==> src/rtl/jtag_ir_pkg.sv <==
// ============================================================================
// jtag_ir_pkg : opcode, select-index and helper definitions for the JTAG IR
// Rev 1.0
// ============================================================================
`default_nettype none

package jtag_ir_pkg;

  localparam int c_OP_W = 4;

  localparam logic [c_OP_W-1:0] c_OP_SAMPLE   = 4'h1;
  localparam logic [c_OP_W-1:0] c_OP_EXTEST   = 4'h2;
  localparam logic [c_OP_W-1:0] c_OP_INTEST   = 4'h3;
  localparam logic [c_OP_W-1:0] c_OP_RUNBIST  = 4'h4;
  localparam logic [c_OP_W-1:0] c_OP_CLAMP    = 4'h5;
  localparam logic [c_OP_W-1:0] c_OP_IDCODE   = 4'h7;
  localparam logic [c_OP_W-1:0] c_OP_USERCODE = 4'h8;
  localparam logic [c_OP_W-1:0] c_OP_HIGHZ    = 4'h9;

  localparam int c_SEL_W        = 9;
  localparam int c_SEL_BYPASS   = 0;
  localparam int c_SEL_SAMPLE   = 1;
  localparam int c_SEL_EXTEST   = 2;
  localparam int c_SEL_INTEST   = 3;
  localparam int c_SEL_RUNBIST  = 4;
  localparam int c_SEL_CLAMP    = 5;
  localparam int c_SEL_IDCODE   = 6;
  localparam int c_SEL_USERCODE = 7;
  localparam int c_SEL_HIGHZ    = 8;

  localparam int c_IR_W_MAX = 8;

  // All-ones opcode in the low ir_w bits; callers truncate to their IR width.
  function automatic logic [c_IR_W_MAX-1:0] bypass_code(input int ir_w);
    logic [c_IR_W_MAX-1:0] code;
    code = '0;
    for (int i = 0; i < c_IR_W_MAX; i++) begin
      if (i < ir_w) code[i] = 1'b1;
    end
    return code;
  endfunction

endpackage

`default_nettype wire

==> src/rtl/jtag_ir_decode.sv <==
// ============================================================================
// jtag_ir_decode : one-hot data-register select from the latched instruction
// Rev 1.0
// ============================================================================
`default_nettype none

module jtag_ir_decode
  import jtag_ir_pkg::*;
#(
  parameter int IR_W = 4
) (
  input  logic [IR_W-1:0]    LATCH_JTAG_IR,
  output logic [c_SEL_W-1:0] SEL
);

  localparam logic [IR_W-1:0] c_BYPASS   = IR_W'(bypass_code(IR_W));
  localparam logic [IR_W-1:0] c_SAMPLE   = IR_W'(c_OP_SAMPLE);
  localparam logic [IR_W-1:0] c_EXTEST   = IR_W'(c_OP_EXTEST);
  localparam logic [IR_W-1:0] c_INTEST   = IR_W'(c_OP_INTEST);
  localparam logic [IR_W-1:0] c_RUNBIST  = IR_W'(c_OP_RUNBIST);
  localparam logic [IR_W-1:0] c_CLAMP    = IR_W'(c_OP_CLAMP);
  localparam logic [IR_W-1:0] c_IDCODE   = IR_W'(c_OP_IDCODE);
  localparam logic [IR_W-1:0] c_USERCODE = IR_W'(c_OP_USERCODE);
  localparam logic [IR_W-1:0] c_HIGHZ    = IR_W'(c_OP_HIGHZ);

  // Unassigned opcodes fall through to BYPASS so exactly one select is high.
  always_comb begin
    SEL = '0;
    case (LATCH_JTAG_IR)
      c_SAMPLE:   SEL[c_SEL_SAMPLE]   = 1'b1;
      c_EXTEST:   SEL[c_SEL_EXTEST]   = 1'b1;
      c_INTEST:   SEL[c_SEL_INTEST]   = 1'b1;
      c_RUNBIST:  SEL[c_SEL_RUNBIST]  = 1'b1;
      c_CLAMP:    SEL[c_SEL_CLAMP]    = 1'b1;
      c_IDCODE:   SEL[c_SEL_IDCODE]   = 1'b1;
      c_USERCODE: SEL[c_SEL_USERCODE] = 1'b1;
      c_HIGHZ:    SEL[c_SEL_HIGHZ]    = 1'b1;
      c_BYPASS:   SEL[c_SEL_BYPASS]   = 1'b1;
      default:    SEL[c_SEL_BYPASS]   = 1'b1;
    endcase
  end

endmodule

`default_nettype wire

==> src/rtl/jtag_ir_param.sv <==
// ============================================================================
// jtag_ir_param : parametrised JTAG instruction register with short-shift guard
// Rev 1.0
// ============================================================================
`default_nettype none

module jtag_ir_param
  import jtag_ir_pkg::*;
#(
  parameter int              IR_W        = 4,
  parameter logic [IR_W-1:0] RESET_INSTR = IR_W'(c_OP_IDCODE),
  parameter bit              LEN_CHECK   = 1'b1
) (
  input  logic               CLOCKIR,
  input  logic               TRST,
  input  logic               TDI,
  input  logic               CAPTUREIR,
  input  logic               SHIFTIR,
  input  logic               UPDATEIR,
  input  logic [IR_W-3:0]    CAPTURE_STATUS,
  output logic               INSTR_TDO,
  output logic [IR_W-1:0]    LATCH_JTAG_IR,
  output logic [c_SEL_W-1:0] SEL,
  output logic               UPDATE_ERR
);

  localparam int                 c_CNT_W    = $clog2(IR_W + 1);
  localparam logic [c_CNT_W-1:0] c_CNT_FULL = c_CNT_W'(IR_W);
  localparam logic [c_CNT_W-1:0] c_CNT_ONE  = c_CNT_W'(1);

  logic [IR_W-1:0]    r_sr;
  logic [c_CNT_W-1:0] r_cnt;
  logic [IR_W-1:0]    r_latch;
  logic               r_tdo;
  logic               r_err;

  logic w_cnt_full;
  logic w_len_ok;
  logic w_update;

  assign w_cnt_full = (r_cnt == c_CNT_FULL);
  assign w_len_ok   = !LEN_CHECK || w_cnt_full;
  assign w_update   = UPDATEIR && !CAPTUREIR && !SHIFTIR;

  // Counter saturates so any over-shift still qualifies as a full-length scan.
  always_ff @(posedge CLOCKIR or posedge TRST) begin
    if (TRST) begin
      r_sr  <= '0;
      r_cnt <= '0;
    end else if (CAPTUREIR) begin
      r_sr  <= {CAPTURE_STATUS, 2'b01};
      r_cnt <= '0;
    end else if (SHIFTIR) begin
      r_sr <= {TDI, r_sr[IR_W-1:1]};
      if (!w_cnt_full) r_cnt <= r_cnt + c_CNT_ONE;
    end
  end

  always_ff @(posedge CLOCKIR or posedge TRST) begin
    if (TRST) begin
      r_latch <= RESET_INSTR;
      r_err   <= 1'b0;
    end else if (w_update) begin
      if (w_len_ok) begin
        r_latch <= r_sr;
        r_err   <= 1'b0;
      end else begin
        r_err <= 1'b1;
      end
    end
  end

  always_ff @(negedge CLOCKIR or posedge TRST) begin
    if (TRST) r_tdo <= 1'b1;
    else      r_tdo <= r_sr[0];
  end

  jtag_ir_decode #(
    .IR_W (IR_W)
  ) u_decode (
    .LATCH_JTAG_IR (r_latch),
    .SEL           (SEL)
  );

  assign INSTR_TDO     = r_tdo;
  assign LATCH_JTAG_IR = r_latch;
  assign UPDATE_ERR    = r_err;

endmodule

`default_nettype wire

==> config.mk <==
export PLATFORM = sky130hd
export DESIGN_NAME = jtag_ir_param
export DESIGN_NICKNAME = d
export VERILOG_FILES = /design/src/rtl/jtag_ir_pkg.sv /design/src/rtl/jtag_ir_decode.sv /design/src/rtl/jtag_ir_param.sv
export SDC_FILE = /design/constraint.sdc
export NUM_CORES = 1
export LEC_CHECK = 0
export CELL_PAD_IN_SITES_DETAIL_PLACEMENT = 1
export CELL_PAD_IN_SITES_GLOBAL_PLACEMENT = 1
export CORE_MARGIN = 8
export CORE_UTILIZATION = 38
export CTS_BUF_LIST = sky130_fd_sc_hd__clkbuf_4
export DETAILED_ROUTE_END_ITERATION = 8
export PLACE_DENSITY_LB_ADDON = 0.1
export SETUP_SLACK_MARGIN = 0.4
export SLEW_MARGIN = 30
export SYNTH_ARGS = -nofsm -noshare
export SYNTH_HDL_FRONTEND = slang
export SYNTH_SLANG_ARGS = --single-unit
==> constraint.sdc <==
create_clock -name CLOCKIR -period 2.4 [get_ports CLOCKIR]
set_input_delay 0.48 -clock CLOCKIR [delete_from_list [all_inputs] [get_ports CLOCKIR]]
set_output_delay 0.48 -clock CLOCKIR [all_outputs]
set_load 0.05 [all_outputs]
==> results.json <==
{
  "fin_area_um2": 1000,
  "gp_congestion": 0.689,
  "crit_fanout": 1,
  "grt_usage_pct": 10.7,
  "final_common_cell": "buf_4",
  "path_buf_inv": 1,
  "final_cell_mix": "buf_4 (15), dfrtp_1 (9), clkdlybuf4s50_1 (8), nor2_1 (6)",
  "placed_area_um2": 951,
  "maxCapViolCount": 0,
  "nets": 104,
  "cts_buffer_depth": 2,
  "p_sw_share_pct": 30.4,
  "ys_warn_count": 0,
  "hold_slack_ns": 0.519,
  "slew_violations": 0,
  "fin_tns_setup_ns": -0.270,
  "cp_top_family": "flip-flops",
  "clk_latency_ns": 0.32,
  "worst_ep_required_time_ns": 1.92,
  "peakVddDrop_mv": 0.423,
  "finalSetupViolCount": 1,
  "synth_cell_types": 22,
  "grt_pass1_vias": 605,
  "viasPerCell": 4.91,
  "drtIter0Drc": 4,
  "root_buffer": "clkbuf_4",
  "firstDrtPassIters": 4,
  "synthXorXnorAreaFrac_pct": 1.24,
  "synth_top_family_by_area": "simple AND/OR/NAND/NOR gates",
  "grt_max_degree": 13,
  "cts.clk_slew.worst_paths_ns": 0.07,
  "overflow": 0,
  "failed_checks": "setup timing",
  "port_buffers": 22,
  "wl_per_cell_um": 13.9,
  "holdBufCountCts": 0,
  "die_width_um": 59.1,
  "synth_mux_area_share_pct": 14.2,
  "p_leak_nw": 0.478,
  "synth-seq-cells": 13,
  "antenna_found_initial": 0,
  "htree_levels": 1,
  "drc": 0,
  "synth_adder_area_share_pct": 3.54,
  "start_util_pct": 40.5,
  "drive_gt1_share_pct": 36.6,
  "worstSetupEndpointType": "output port",
  "fin_skew_ns": 0.0566,
  "drt-total-wl_um": 1640,
  "dp_slack_ns": 0.0615,
  "synthSimpleGateAreaFrac_pct": 19.1,
  "final_core_util_pct": 57.3,
  "cp_slowest_cell": "dfstp_2",
  "worst_pin_slew_ns": 0.495,
  "crit_chain": "buf_12",
  "comb_power_share_pct": 23.8,
  "seq_power_share_pct": 48.0,
  "die-area_mm2": 0.00350,
  "hpwlAfterDp_um": 1290,
  "syn_nets": 76,
  "crit_type": "reg2out",
  "cts_tree": "built",
  "ys_seq_area_share_pct": 46.7,
  "diodes": 0,
  "synth_area_per_cell_um2": 10.7,
  "cts.sinks": 13,
  "p_switching_w": 0.000160,
  "syn-cell-area_um2": 707,
  "powerDensity_mw_per_mm2": 528,
  "rsz0062_at_grt": "true",
  "drtAntennaViolNets": 0,
  "startpoint_type": "register",
  "hold_path_class": "reg2reg",
  "layout_setup_ws_ns": -0.270,
  "slew_headroom_pct": 66.9,
  "area_delta_synth_final_pct": 41.4,
  "synth-compound-area-share_pct": 7.26,
  "cts-buffers-inserted": 3,
  "outcome": "finished, violations left",
  "internal-power_w": 0.000367,
  "die_height_um": 59.1,
  "power.share.clock_pct": 28.2,
  "rows": 15,
  "vias": 579,
  "critPathMaxStageDelay_ns": 0.53,
  "grt_pass1_wl_um": 2870,
  "cp_data_arrival_time_ns": 2.19,
  "io_pins": 23,
  "synthCells": 66,
  "hold_viol": 0,
  "core_area_mm2": 0.00175
}
-- cell families after synthesis --
family / count (synthesis)
compound gates: 9
xor+xnor: 1
fa+ha+maj: 2
buf+inv: 9
flops: 13
mux: 8
simple gates: 24
-- area by class of cell --
class                      count  area, um^2
fill                         202         746
multi-input combinational     44         344
sequential                    13         330
timing repair buffer          28         249
tap                           25        31.3
clock buffer                   4        30.0
inverter                       3        11.3
clock inverter                 1        3.75
-- through the flow --
step	total power (W)	std cells
final	0.000528	118
after global routing	0.000560	118
after CTS	0.000532	115
after detailed placement	0.000390	111
after global placement	0.000386	111
after floorplan	0.000343	66
-- sequential cells by signal, indices dropped and copies added (netlist names) --
name / count
INSTR_TDO: 1
LATCH_JTAG_IR: 4
r_cnt: 3
UPDATE_ERR: 1
r_sr: 4
-- tightest hold or removal path, delay by kind of cell, from the launching register on --
kind / cells / cell delay (ns)
flip-flops: 1 / 0.35
AND/OR/NAND/NOR: 1 / 0.08
AO/OA/AOI/OAI: 1 / 0.05
-- timing repair --
item                       4_1_cts  5_1_grt
setup endpoints to repair        5        4
buffers inserted                 0        3
gates resized for setup          4        1
pin swaps                        0        0
-- power by group through the flow --
stage                logic, W  registers (W)  clock network (W)
finish               0.000126       0.000253           0.000149
global route         0.000138       0.000256           0.000166
CTS                  0.000125       0.000254           0.000153
detailed placement   0.000127       0.000258         0.00000521
global placement     0.000124       0.000257         0.00000521
floorplan           0.0000696       0.000268         0.00000521
-- metal layers --
layer	GRT usage [%]	up-vias	share of wire, %	wire [um]
met5	0	-	0	0
met4	3.07	0	0.55	9
met3	4.99	2	6.8	111
met2	16.8	20	47	768
met1	12.5	279	46	752
li1	-	278	-	-
-- path summary, 6_finish.rpt --
check                           startpoint               end  slack (ns)  depth (start not counted)
worst min-delay path            UPDATE_ERR        UPDATE_ERR        0.52                          2
min in group asynchronous             TRST  LATCH_JTAG_IR[3]        0.54                          3
max in group asynchronous             TRST         INSTR_TDO        0.69                          2
worst max-delay path             INSTR_TDO         INSTR_TDO       -0.27                          1
worst max register to register     r_sr[0]         INSTR_TDO        0.77                          0
worst min register to register  UPDATE_ERR        UPDATE_ERR        0.52                          2
-- cell usage after synthesis, drive strengths merged --
library cell	instances	area, um^2
dfstp	4	105
and4	1	11.3
nor2	8	37.5
nor4b	1	8.76
a211o	1	8.76
and2b	1	7.51
inv	4	15.0
a21oi	3	15.0
mux2i	4	40.0
nand2b	3	18.8
xnor2	1	8.76
clkbuf	2	7.51
nand2	3	11.3
mux2	4	60.1
nor3	6	30.0
and4b	1	10.0
dfrtp	9	225
a21boi	1	7.51
o21ai	4	20.0
ha	2	25.0
buf	3	33.8
No activity file was read; power rests on OpenSTA's default activity.
